<file path="config.mk">
export PLATFORM = sky130hd
export DESIGN_NAME = muldiv_sched
export DESIGN_NICKNAME = d
export VERILOG_FILES = /design/src/rtl/muldiv_pkg.sv /design/src/rtl/muldiv_special.sv /design/src/rtl/muldiv_sched.sv
export SDC_FILE = /design/constraint.sdc
export NUM_CORES = 1
export LEC_CHECK = 0
export BUFFER_PORTS_ARGS = -buffer_cell sky130_fd_sc_hd__buf_2
export CORE_MARGIN = 1
export CORE_UTILIZATION = 26
export DETAILED_ROUTE_END_ITERATION = 16
export PLACE_DENSITY_LB_ADDON = 0.15
export SKIP_CTS_REPAIR_TIMING = 1
export SYNTH_ARGS = -nofsm -noshare
export SYNTH_HDL_FRONTEND = slang
export SYNTH_SLANG_ARGS = --single-unit
</file>
<file path="constraint.sdc">
create_clock -name clk -period 6.69 [get_ports clk]
set_clock_uncertainty 0.15 [all_clocks]
set_input_delay 1.0035 -clock clk [delete_from_list [all_inputs] [get_ports clk]]
set_output_delay 1.0035 -clock clk [all_outputs]
set_load 0.01 [all_outputs]
</file>
<file path="src/rtl/muldiv_pkg.sv">
`default_nettype none
// +--------------------------------------------------------------------+
// | muldiv_pkg : shared types and constants for the mul/div sequencer  |
// | Rev 1.0                                                            |
// +--------------------------------------------------------------------+
package muldiv_pkg;

    localparam int unsigned MULDIV_XLEN = 32;

    typedef enum logic [1:0] {
        ST_IDLE = 2'd0,
        ST_RUN  = 2'd1,
        ST_DONE = 2'd2
    } muldiv_state_t;

    localparam logic [2:0] MUL    = 3'b000;
    localparam logic [2:0] MULH   = 3'b001;
    localparam logic [2:0] MULHSU = 3'b010;
    localparam logic [2:0] MULHU  = 3'b011;
    localparam logic [2:0] DIV    = 3'b100;
    localparam logic [2:0] DIVU   = 3'b101;
    localparam logic [2:0] REM    = 3'b110;
    localparam logic [2:0] REMU   = 3'b111;

    localparam logic [MULDIV_XLEN-1:0] XLEN_MIN_INT = 32'h8000_0000;
    localparam logic [MULDIV_XLEN-1:0] ALL_ONES     = 32'hFFFF_FFFF;

endpackage
`default_nettype wire

</file>
<file path="src/rtl/muldiv_special.sv">
`default_nettype none
// +--------------------------------------------------------------------+
// | muldiv_special : combinational divide-by-zero / overflow resolver  |
// | Rev 1.0                                                            |
// +--------------------------------------------------------------------+
module muldiv_special
    import muldiv_pkg::*;
#(
    parameter int XLEN = MULDIV_XLEN
) (
    input  logic [2:0]      op,
    input  logic [XLEN-1:0] a,
    input  logic [XLEN-1:0] b,
    output logic            is_special,
    output logic [XLEN-1:0] special_res
);

    logic w_b_zero;
    logic w_overflow;

    always_comb begin
        w_b_zero    = (b == '0);
        // Only the signed forms overflow; DIVU/REMU of the same bits are ordinary.
        w_overflow  = ((op == DIV) || (op == REM)) && (a == XLEN_MIN_INT) && (b == ALL_ONES);
        is_special  = op[2] && (w_b_zero || w_overflow);
        special_res = '0;
        if (op[2] && w_b_zero) begin
            special_res = op[1] ? a : ALL_ONES;
        end else if (w_overflow) begin
            special_res = (op == DIV) ? XLEN_MIN_INT : '0;
        end
    end

endmodule
`default_nettype wire

</file>
<file path="src/rtl/muldiv_sched.sv">
`default_nettype none
// +--------------------------------------------------------------------+
// | muldiv_sched : RV32M sequencer for the shared iterative engine     |
// | Optional one-entry result cache under MULDIV_OPCACHE_EN. Rev 1.0   |
// +--------------------------------------------------------------------+
module muldiv_sched
    import muldiv_pkg::*;
#(
    parameter int XLEN = MULDIV_XLEN
) (
    input  logic            clk,
    input  logic            Rst_n,
    input  logic            issue,
    input  logic [2:0]      op_sel,
    input  logic [XLEN-1:0] rs1_val,
    input  logic [XLEN-1:0] rs2_val,
    input  logic [4:0]      rd_in,
    input  logic            hold,
    input  logic            flush,
    output logic            eng_start,
    output logic            eng_abort,
    output logic [2:0]      eng_op,
    output logic [XLEN-1:0] eng_a,
    output logic [XLEN-1:0] eng_b,
    input  logic            eng_done,
    input  logic [XLEN-1:0] eng_res,
    output logic [XLEN-1:0] result,
    output logic [4:0]      result_rd,
    output logic            mul_ready,
    output logic            div_ready,
    output logic            busy
);

    muldiv_state_t   r_state;
    muldiv_state_t   w_state_next;

    logic            w_accept;
    logic            w_special;
    logic [XLEN-1:0] w_special_res;
    logic            w_hit;
    logic [XLEN-1:0] w_hit_res;
    logic            w_enter_done;

    logic            w_start_d;
    logic            w_abort_d;
    logic [2:0]      w_op_d;
    logic [XLEN-1:0] w_a_d;
    logic [XLEN-1:0] w_b_d;
    logic [4:0]      w_rd_d;
    logic [XLEN-1:0] w_res_d;
    logic            w_mul_ready_d;
    logic            w_div_ready_d;
    logic            w_busy_d;

    muldiv_special #(.XLEN(XLEN)) u_special (
        .op          (op_sel),
        .a           (rs1_val),
        .b           (rs2_val),
        .is_special  (w_special),
        .special_res (w_special_res)
    );

    assign w_accept = (r_state == ST_IDLE) && issue && !hold && !flush;

`ifdef MULDIV_OPCACHE_EN
    logic            r_c_valid;
    logic [2:0]      r_c_op;
    logic [XLEN-1:0] r_c_a;
    logic [XLEN-1:0] r_c_b;
    logic [XLEN-1:0] r_c_res;

    always_comb begin
        w_hit     = r_c_valid && (op_sel == r_c_op) && (rs1_val == r_c_a) && (rs2_val == r_c_b);
        w_hit_res = r_c_res;
    end

    always_ff @(posedge clk or negedge Rst_n) begin
        if (!Rst_n) begin
            r_c_valid <= 1'b0;
            r_c_op    <= '0;
            r_c_a     <= '0;
            r_c_b     <= '0;
            r_c_res   <= '0;
        end else if (w_enter_done) begin
            r_c_valid <= 1'b1;
            r_c_op    <= w_op_d;
            r_c_a     <= w_a_d;
            r_c_b     <= w_b_d;
            r_c_res   <= w_res_d;
        end
    end
`else
    always_comb begin
        w_hit     = 1'b0;
        w_hit_res = '0;
    end
`endif

    // State register
    always_ff @(posedge clk or negedge Rst_n) begin
        if (!Rst_n) begin
            r_state <= ST_IDLE;
        end else begin
            r_state <= w_state_next;
        end
    end

    // Next-state logic; flush outranks everything, including a coincident eng_done
    always_comb begin
        w_state_next = r_state;
        case (r_state)
            ST_IDLE: begin
                if (w_accept) begin
                    w_state_next = (w_special || w_hit) ? ST_DONE : ST_RUN;
                end
            end
            ST_RUN: begin
                if (flush) begin
                    w_state_next = ST_IDLE;
                end else if (eng_done) begin
                    w_state_next = ST_DONE;
                end
            end
            ST_DONE: begin
                if (flush || !hold) begin
                    w_state_next = ST_IDLE;
                end
            end
            default: w_state_next = ST_IDLE;
        endcase
    end

    // Output logic: next values for the registered outputs
    always_comb begin
        w_start_d = w_accept && !w_special && !w_hit;
        w_abort_d = (r_state == ST_RUN) && flush;
        w_op_d    = w_accept ? op_sel  : eng_op;
        w_a_d     = w_accept ? rs1_val : eng_a;
        w_b_d     = w_accept ? rs2_val : eng_b;
        w_rd_d    = w_accept ? rd_in   : result_rd;
        w_res_d   = result;
        if (w_accept && w_special) begin
            w_res_d = w_special_res;
        end else if (w_accept && w_hit) begin
            w_res_d = w_hit_res;
        end else if ((r_state == ST_RUN) && eng_done && !flush) begin
            w_res_d = eng_res;
        end
        w_enter_done  = (w_state_next == ST_DONE) && (r_state != ST_DONE);
        w_mul_ready_d = (w_state_next == ST_DONE) && !w_op_d[2];
        w_div_ready_d = (w_state_next == ST_DONE) &&  w_op_d[2];
        w_busy_d      = (w_state_next != ST_IDLE);
    end

    always_ff @(posedge clk or negedge Rst_n) begin
        if (!Rst_n) begin
            eng_start <= 1'b0;
            eng_abort <= 1'b0;
            eng_op    <= '0;
            eng_a     <= '0;
            eng_b     <= '0;
            result    <= '0;
            result_rd <= '0;
            mul_ready <= 1'b0;
            div_ready <= 1'b0;
            busy      <= 1'b0;
        end else begin
            eng_start <= w_start_d;
            eng_abort <= w_abort_d;
            eng_op    <= w_op_d;
            eng_a     <= w_a_d;
            eng_b     <= w_b_d;
            result    <= w_res_d;
            result_rd <= w_rd_d;
            mul_ready <= w_mul_ready_d;
            div_ready <= w_div_ready_d;
            busy      <= w_busy_d;
        end
    end

endmodule
`default_nettype wire
</file>
==> results.sh, run 1 <==
export IMPL_globalRouteOverflowTotal=0
export IMPL_antenna_cells=0
export IMPL_htreeDepth=3
export IMPL_ys_top_cells_by_count="213 x nand2_1, 111 x dfrtp_1, 66 x o21ai_0"
export IMPL_path_max_fanout=75
export IMPL_firstDrtPassIters=5
export IMPL_synth_top_cell_by_area="dfrtp_1"
export IMPL_worst_path_buf_inv=1
export IMPL_fin_crit_ns=3.74
export IMPL_nets=856
export IMPL_design_area_mm2=0.00640
export IMPL_fill_cells=1948
export IMPL_syn_num_nets=659
export IMPL_dp_cells=964
export IMPL_ys_seq_area_share_pct=57.8
export IMPL_grt_pass1_vias=4604
export IMPL_tns_ns=0
export IMPL_synth_ff_type="dfrtp_1"
export IMPL_clk_pin_slew_ns=0.07
export IMPL_hold_path_class="reg2reg"
export IMPL_cp_top_family="simple AND/OR/NAND/NOR gates"
export IMPL_hp_start="eng_b[20]"
export IMPL_total_power_mw=1.97
export IMPL_crit_path_end_kind="flop"
export IMPL_grt_max_degree=76
export IMPL_rows=49
export IMPL_ant_nets=0
export IMPL_setup_viol=0
export IMPL_postRouteWirelength_um=17500
export IMPL_yosysUniqueCellTypes=29
export IMPL_synthTopCellsByArea="dfrtp_1 58%, nand2_1 17%, o21ai_0 6.9%"
export IMPL_design_core_area_mm2=0.0180
export IMPL_critPathMaxStageDelay_ns=0.93
export IMPL_r2r_start="r_state[1]"
export IMPL_crit_arrival_ns=3.76
export IMPL_worst_pin_slew_ns=1.19
export IMPL_leakagePower_nw=3.32
export IMPL_pre_cts_slack_ns=2.48
export IMPL_clock_latency_ns=0.35
export IMPL_timing_hold_ws_ns=0.320
export IMPL_vdd_drop_max_v=0.000114
export IMPL_io_buffers=218
export IMPL_dp_hpwl_um=12300
export IMPL_synth_async_reset_ratio_pct=100
export IMPL_synth_area_mm2=0.00481
export IMPL_gr_usage_met3_pct=6.03
export IMPL_hold_viol=0
export IMPL_ff2ff_path_depth=5
export IMPL_grtUsageMet1_pct=24.4
export IMPL_status="complete, no violations"
export IMPL_grt_busiest_layer="met2"
export IMPL_finish_utilization_pct=35.5
export IMPL_critPathLaunch="flush"
export IMPL_place_congestion=0.802
export IMPL_cp_required_ns=6.70
export IMPL_slowest_stage="or2_1"
export IMPL_path_class="in2reg"
export IMPL_antenna_found_initial=0
export IMPL_synth_seq_cells=111
export IMPL_power_density_mw_per_mm2=308
export IMPL_grtUsageTotal_pct=18.6
export IMPL_rsz0062_at_grt="no"
export IMPL_synth_top_area_share_pct=57.8
export IMPL_whs_endpoint="eng_b[20]"
export IMPL_grt_pass1_wl_um=26300
export IMPL_cts_tree="built"
export IMPL_hold_depth=2
export IMPL_die_area_mm2=0.0190
export IMPL_syn_to_final_growth_pct=33.2
export IMPL_fmax_mhz=267
export IMPL_initial_core_util_pct=26.7
export IMPL_routedWlPerCell_um=17.8
export IMPL_die_w_um=138
export IMPL_cts_sinks=111
export IMPL_vias=4763
export IMPL_synth_edf_count=0
export IMPL_min_period_over_period_pct=56.0
export IMPL_die_y_um=138
export IMPL_cts_buffers_inserted=9
export IMPL_top_level_ports=219
export IMPL_layout_drive_gt1_share_pct=32.6
export IMPL_max_cap_violations=0
export IMPL_start_kind="input port"
export IMPL_slew_headroom_pct=20.5
export IMPL_r2r_end="result[5]"
export IMPL_drt_initial_drc_count=220
export IMPL_syn_inst=549
export IMPL_setup_slack_ns=2.95
export IMPL_drc=0
export IMPL_place_area_mm2=0.00608
export IMPL_yosys_warnings=0
export IMPL_layoutNonFillerInstCount=980
export IMPL_slew_viol_final=0
export IMPL_synthMostInstantiatedCell="nand2_1"
export IMPL_syn_area_per_cell_um2=8.76
export IMPL_cts_root_buf="clkbuf_16"
export IMPL_use_met2_pct=29.4
export IMPL_path_cells="buf_2, nor2_1, nand3_4, nor3_4, or2_1, a31oi_1"
export IMPL_rrSetupSlack_ns=3.30
export IMPL_clk_path_buf_depth=2
export IMPL_via_per_inst=4.86
==> state kept, by name (all words and copies together), names as in the netlist <==
| name | count |
|---|---|
| eng_a | 32 |
| eng_b | 32 |
| result | 32 |
| result_rd | 5 |
| eng_op | 3 |
| r_state | 2 |
| busy | 1 |
| div_ready | 1 |
| eng_abort | 1 |
| eng_start | 1 |
| mul_ready | 1 |
==> metal layers <==
metal / wire length, um / vias to the layer above
met5: 0 / -
met4: 160 / 0
met3: 1610 / 10
met2: 8150 / 211
met1: 7530 / 2287
li1: - / 2255
==> kinds of logic (layout without fill, tap and decap cells) <==
| logic type | count (synthesis) | count (layout) | synth area share (%) |
|---|---|---|---|
| and+or+nand+nor | 291 | 291 | 26.3 |
| buffers and inverters | 43 | 245 | 3.93 |
| AOI/OAI and AO/OA | 103 | 103 | 11.8 |
| muxes | 1 | 1 | 0.234 |
| DFF | 111 | 111 | 57.8 |
==> worst reg2reg max path, cell delays in order, from the launching register on <==
cell and delay, ns:
dfrtp_1 0.40, nor2_1 0.33, nand3_4 0.76, nor3_4 0.44, or2_1 0.93, a31oi_1 0.21
==> report_power, final <==
part	leakage [nW]	switching, mW	internal (mW)
combinational	1.80	0.276	0.206
clock	0.153	0.257	0.332
sequential	1.36	0.0837	0.820
total	3.32	0.617	1.36
==> worst max-delay path by stage <==
stage,endpoint,slack (ns),cells past startpoint
6_report,result[5],2.95,6
2_1_floorplan,result[1],3.58,8
3_5_place_dp,result[5],2.48,6
4_1_cts,result[5],2.86,6
5_1_grt,result[11],2.60,6
3_3_place_gp,result[21],2.67,6
==> final cells by class <==
type | instances | area, um^2 | share of cell area, %
clock buffers | 10 | 229 | 3.57
clock inverters | 6 | 93.8 | 1.47
inverters | 5 | 18.8 | 0.293
multi-input cells | 395 | 1860 | 29.0
flip-flops and latches | 111 | 2780 | 43.4
well taps | 229 | 287 | 4.47
repair buffers | 224 | 1140 | 17.8
==> placed cells by master (no fill, tap or decap), drive strengths merged, types with 2 or more instances in the layout <==
cell	count
a21oi	2
a31oi	31
and4	2
buf	224
bufinv	2
clkbuf	10
clkinv	2
dfrtp	111
inv	6
nand2	213
nand3	4
nand4	9
nor2	4
nor3	35
nor4	14
nor4bb	2
o21ai	66
or4	2
No activity file was read; power rests on OpenSTA's default activity.
==> run 2: changes to the inputs <==
Clock period 6.69 ns to 3.1 ns, I/O delays scaled along.
==> run 2 against run 1 <==
Sequential share of layout area is 0.53 points lower; first-iteration DRC count is 10% higher; count of clock-buffer cells in the layout is 1 higher; setup slack worse by 2.4 ns; combinational power is 120% higher; non-clock buffer count is 12 higher; power is 110% higher; critical endpoint is now r_state[0].
==> results.sh, run 2 (same netlist as run 1, synthesis figures left out) <==
export IMPL_start_kind="input port"
export IMPL_drc=0
export IMPL_vias=4869
export IMPL_cp_required_ns=3.17
export IMPL_cts_tree="built"
export IMPL_power_density_mw_per_mm2=638
export IMPL_design_core_area_mm2=0.0180
export IMPL_antenna_found_initial=2
export IMPL_final_common_cell="buf_2"
export IMPL_slowest_stage="or4_1"
export IMPL_rsz0062_at_grt="no"
export IMPL_grt_pass1_wl_um=25800
export IMPL_fin_crit_ns=2.55
export IMPL_routed_wl_met2_um=7980
export IMPL_max_cap_violations=0
export IMPL_cts_buffers_inserted=9
export IMPL_syn_to_final_growth_pct=34.8
export IMPL_min_period_over_period_pct=82.3
export IMPL_grtUsageTotal_pct=18.3
export IMPL_hold_path_class="in2async"
export IMPL_r2r_end="result[9]"
export IMPL_leakagePower_nw=3.37
export IMPL_ant_nets=0
export IMPL_slew_headroom_pct=43.2
export IMPL_setup_slack_ns=0.549
export IMPL_crit_path_end_kind="flop"
export IMPL_hold_viol=0
export IMPL_highest_layer="met5"
export IMPL_place_congestion=0.789
export IMPL_cts_sinks=111
export IMPL_grt_max_degree=75
export IMPL_die_area_mm2=0.0190
export IMPL_via_per_inst=4.90
export IMPL_wl_met1_um=7610
export IMPL_firstDrtPassIters=4
export IMPL_grt_pass1_vias=4485
export IMPL_globalRouteOverflowTotal=0
export IMPL_io_buffers=218
export IMPL_vdd_drop_max_v=0.000248
export IMPL_clk_pin_slew_ns=0.08
export IMPL_critPathMaxStageDelay_ns=0.61
export IMPL_top_level_ports=219
export IMPL_crit_arrival_ns=2.62
export IMPL_clk_path_buf_depth=2
export IMPL_fill_cells=1957
export IMPL_drt_initial_drc_count=242
export IMPL_r2r_start="r_state[1]"
export IMPL_ff2ff_path_depth=7
export IMPL_die_w_um=138
export IMPL_rows=49
export IMPL_tns_ns=0
export IMPL_routedWlPerCell_um=17.5
export IMPL_layout_drive_gt1_share_pct=33.8
export IMPL_slew_viol_final=0
export IMPL_path_class="in2reg"
export IMPL_path_cells="buf_2, nand4_1, or4_1, or4_1, o21ba_2, o21ai_0, o21ai_0"
export IMPL_nets=868
export IMPL_setup_viol=0
export IMPL_initial_core_util_pct=26.7
export IMPL_worst_pin_slew_ns=0.852
export IMPL_htreeDepth=3
export IMPL_pre_cts_slack_ns=0.139
export IMPL_wl_met3_um=1510
export IMPL_rrSetupSlack_ns=0.76
export IMPL_die_y_um=138
export IMPL_fmax_mhz=392
export IMPL_largestRegisters="eng_a x32, eng_b x32, result x32"
export IMPL_clock_latency_ns=0.36
export IMPL_postRouteWirelength_um=17300
export IMPL_dp_hpwl_um=12400
export IMPL_cts_root_buf="clkbuf_16"
export IMPL_final_cell_mix="217 x buf_2, 213 x nand2_1, 111 x dfrtp_1"
export IMPL_status="complete, no violations"
export IMPL_path_max_fanout=3
## run 2: cell type report
type / instances / area, um^2 / area share [%]
Multi-Input combinational cell: 395 / 1860 / 28.7
Inverter: 5 / 18.8 / 0.289
Timing Repair Buffer: 236 / 1250 / 19.3
Antenna cell: 1 / 2.50 / 0.0386
Clock inverter: 5 / 31.3 / 0.482
Tap cell: 229 / 287 / 4.42
Clock buffer: 11 / 253 / 3.90
Sequential cell: 111 / 2780 / 42.8
## run 2: worst max-delay path by stage
stage | start | endpoint | depth (start not counted)
detailed placement | rs1_val[26] | r_state[0] | 8
floorplan | rs2_val[26] | result[1] | 8
CTS | rs1_val[26] | result[9] | 9
finish | rs2_val[26] | r_state[0] | 7
global route | rs1_val[25] | r_state[0] | 8
global placement | rs1_val[2] | result[28] | 9
## run 2: metal layers
metal	vias up	global-route usage, %
li1	2283	-
met1	2340	24.4
met2	224	28.7
met3	20	4.61
met4	2	6.04
met5	-	0
## run 2: per-stage QoR
| stage | total power [mW] | instances | utilization, % | hold WS [ns] | area, um^2 |
|---|---|---|---|---|---|
| after floorplan | 2.45 | 549 | - | 0.0194 | 4810 |
| after global placement | 3.01 | 976 | 34.4 | 0.303 | 6200 |
| after detailed placement | 3.03 | 976 | 34.4 | 0.306 | 6200 |
| after CTS | 4.20 | 992 | 36.0 | 0.0687 | 6480 |
| after global routing | 4.40 | 993 | 36.0 | 0.102 | 6480 |
| final | 4.14 | 993 | 36.0 | 0.0268 | 6480 |
## run 2: power breakdown
| part | leakage (nW) | switching [mW] | internal (mW) | total [mW] |
|---|---|---|---|---|
| Sequential | 1.36 | 0.174 | 1.77 | 1.94 |
| Combinational | 1.87 | 0.600 | 0.450 | 1.05 |
| Clock | 0.142 | 0.554 | 0.589 | 1.14 |
| Total | 3.37 | 1.33 | 2.81 | 4.14 |
## run 2: critical path, delay by kind of cell
kind | cells | cell delay [ns]
buf+inv | 1 | 0.12
compound gates | 3 | 0.76
simple gates | 3 | 1.26
==> run 3: changes to the inputs <==
Clock period 3.1 ns to 2.44 ns, I/O delays scaled along.
==> run 3 against run 2 <==
Die area did not move; final cell count rose by 5.4%; final area rose by 8.3%; largest cell class unchanged.
==> results.sh, run 3 (same netlist as run 1, synthesis figures left out) <==
export IMPL_status="complete, no violations"
export IMPL_htreeDepth=3
export IMPL_rsz0062_at_grt="no"
export IMPL_power_density_mw_per_mm2=792
export IMPL_clock_latency_ns=0.35
export IMPL_die_y_um=138
export IMPL_slew_headroom_pct=63.4
export IMPL_antenna_found_initial=3
export IMPL_wl_met3_um=1130
export IMPL_syn_to_final_growth_pct=46.0
export IMPL_fill_cells=1906
export IMPL_fmax_mhz=423
export IMPL_path_max_fanout=10
export IMPL_grt_max_degree=75
export IMPL_layoutNonFillerInstCount=1047
export IMPL_rows=49
export IMPL_vdd_drop_max_v=0.000346
export IMPL_drc=0
export IMPL_clk_path_buf_depth=2
export IMPL_finish_utilization_pct=38.9
export IMPL_firstDrtPassIters=4
export IMPL_slowest_stage="or4_4"
export IMPL_cts_sinks=111
export IMPL_hold_viol=0
export IMPL_cp_required_ns=2.52
export IMPL_design_core_area_mm2=0.0180
export IMPL_place_congestion=0.828
export IMPL_cts_tree="built"
export IMPL_io_buffers=218
export IMPL_max_cap_violations=0
export IMPL_setup_slack_ns=0.0777
export IMPL_grt_pass1_wl_um=27200
export IMPL_design_area_mm2=0.00702
export IMPL_register_area_mm2=0.00278
export IMPL_postRouteWirelength_um=18300
export IMPL_cts_root_buf="clkbuf_16"
export IMPL_layout_drive_gt1_share_pct=38.5
export IMPL_cts_buffers_inserted=9
export IMPL_crit_path_end_kind="flop"
export IMPL_place_area_mm2=0.00664
export IMPL_die_w_um=138
export IMPL_worst_path_buf_inv=2
export IMPL_ff2ff_path_depth=7
export IMPL_routedWlPerCell_um=17.5
export IMPL_ant_nets=0
export IMPL_clk_pin_slew_ns=0.07
export IMPL_drt_initial_drc_count=269
export IMPL_hold_depth=3
export IMPL_setup_viol=0
export IMPL_top_level_ports=219
export IMPL_hp_start="rd_in[2]"
export IMPL_grt_pass1_vias=4859
export IMPL_routed_wl_met2_um=8620
export IMPL_path_class="in2reg"
export IMPL_wl_met1_um=8130
export IMPL_dp_cells=1029
export IMPL_slew_viol_final=0
export IMPL_rrSetupSlack_ns=0.28
export IMPL_globalRouteOverflowTotal=0
export IMPL_highest_layer="met5"
export IMPL_final_cell_mix="217 x buf_2, 213 x nand2_1, 111 x dfrtp_1"
export IMPL_critPathMaxStageDelay_ns=0.58
export IMPL_hold_path_class="in2reg"
export IMPL_vias=4990
export IMPL_cp_top_family="simple AND/OR/NAND/NOR gates"
export IMPL_min_period_over_period_pct=96.8
export IMPL_r2r_start="r_state[0]"
export IMPL_leakagePower_nw=3.69
export IMPL_worst_pin_slew_ns=0.549
export IMPL_crit_arrival_ns=2.44
export IMPL_pre_cts_slack_ns=-0.485
export IMPL_start_kind="input port"
export IMPL_whs_endpoint="result_rd[2]"
export IMPL_final_common_cell="buf_2"
export IMPL_initial_core_util_pct=26.7
export IMPL_r2r_end="result[26]"
export IMPL_tns_ns=0
export IMPL_path_cells="buf_2, nor4_1, nand3_1, or4_4, nor3_4, or2_1, buf_4, a31oi_1"
export IMPL_fin_crit_ns=2.36
export IMPL_timing_hold_ws_ns=0.0507
export IMPL_grtUsageTotal_pct=19.5
export IMPL_via_per_inst=4.77
export IMPL_multi_input_area_mm2=0.00190
export IMPL_dp_hpwl_um=13500
export IMPL_largestRegisters="eng_a x32, eng_b x32, result x32"
export IMPL_die_area_mm2=0.0190
export IMPL_total_power_mw=5.56
export IMPL_nets=922
## run 3: how the worst max path moves through the flow
stage | from | slack, ns | cells after the start | to
after floorplan | rs2_val[26] | 0.1 | 8 | result[1]
after global placement | rs1_val[22] | -0.43 | 8 | result[21]
after detailed placement | rs1_val[22] | -0.48 | 8 | result[26]
after CTS | rs1_val[22] | -0.11 | 8 | result[26]
after global routing | rs1_val[0] | 0.01 | 8 | result[11]
final | rs1_val[0] | 0.08 | 8 | result[26]
## run 3: layer usage
metal	up-vias	track usage, %
met1	2411	26.3
met4	2	8.27
li1	2398	-
met5	-	0
met3	24	3.73
met2	155	30.4
## run 3: layout make-up
cell class,instances,area share (%)
Sequential cell,111,39.6
Multi-Input combinational cell,395,27.1
Timing Repair Buffer,290,24.2
Tap cell,229,4.08
Clock buffer,12,3.80
Clock inverter,3,0.927
Inverter,5,0.267
Antenna cell,2,0.0713
## run 3: worst register-to-register path: stages, from the launching register on
cell and delay (ns):
dfrtp_1 0.42, nor2_1 0.27, nand4_1 0.22, nor3_2 0.30
nand2b_1 0.19, or2_1 0.19, buf_4 0.20, a31oi_1 0.10
## run 3: where the power goes
group	leakage (nW)	total, mW	internal [mW]	switching (mW)
combinational	2.16	1.43	0.632	0.801
sequential	1.36	2.47	2.25	0.218
clock	0.165	1.66	0.979	0.683
total	3.69	5.56	3.86	1.70
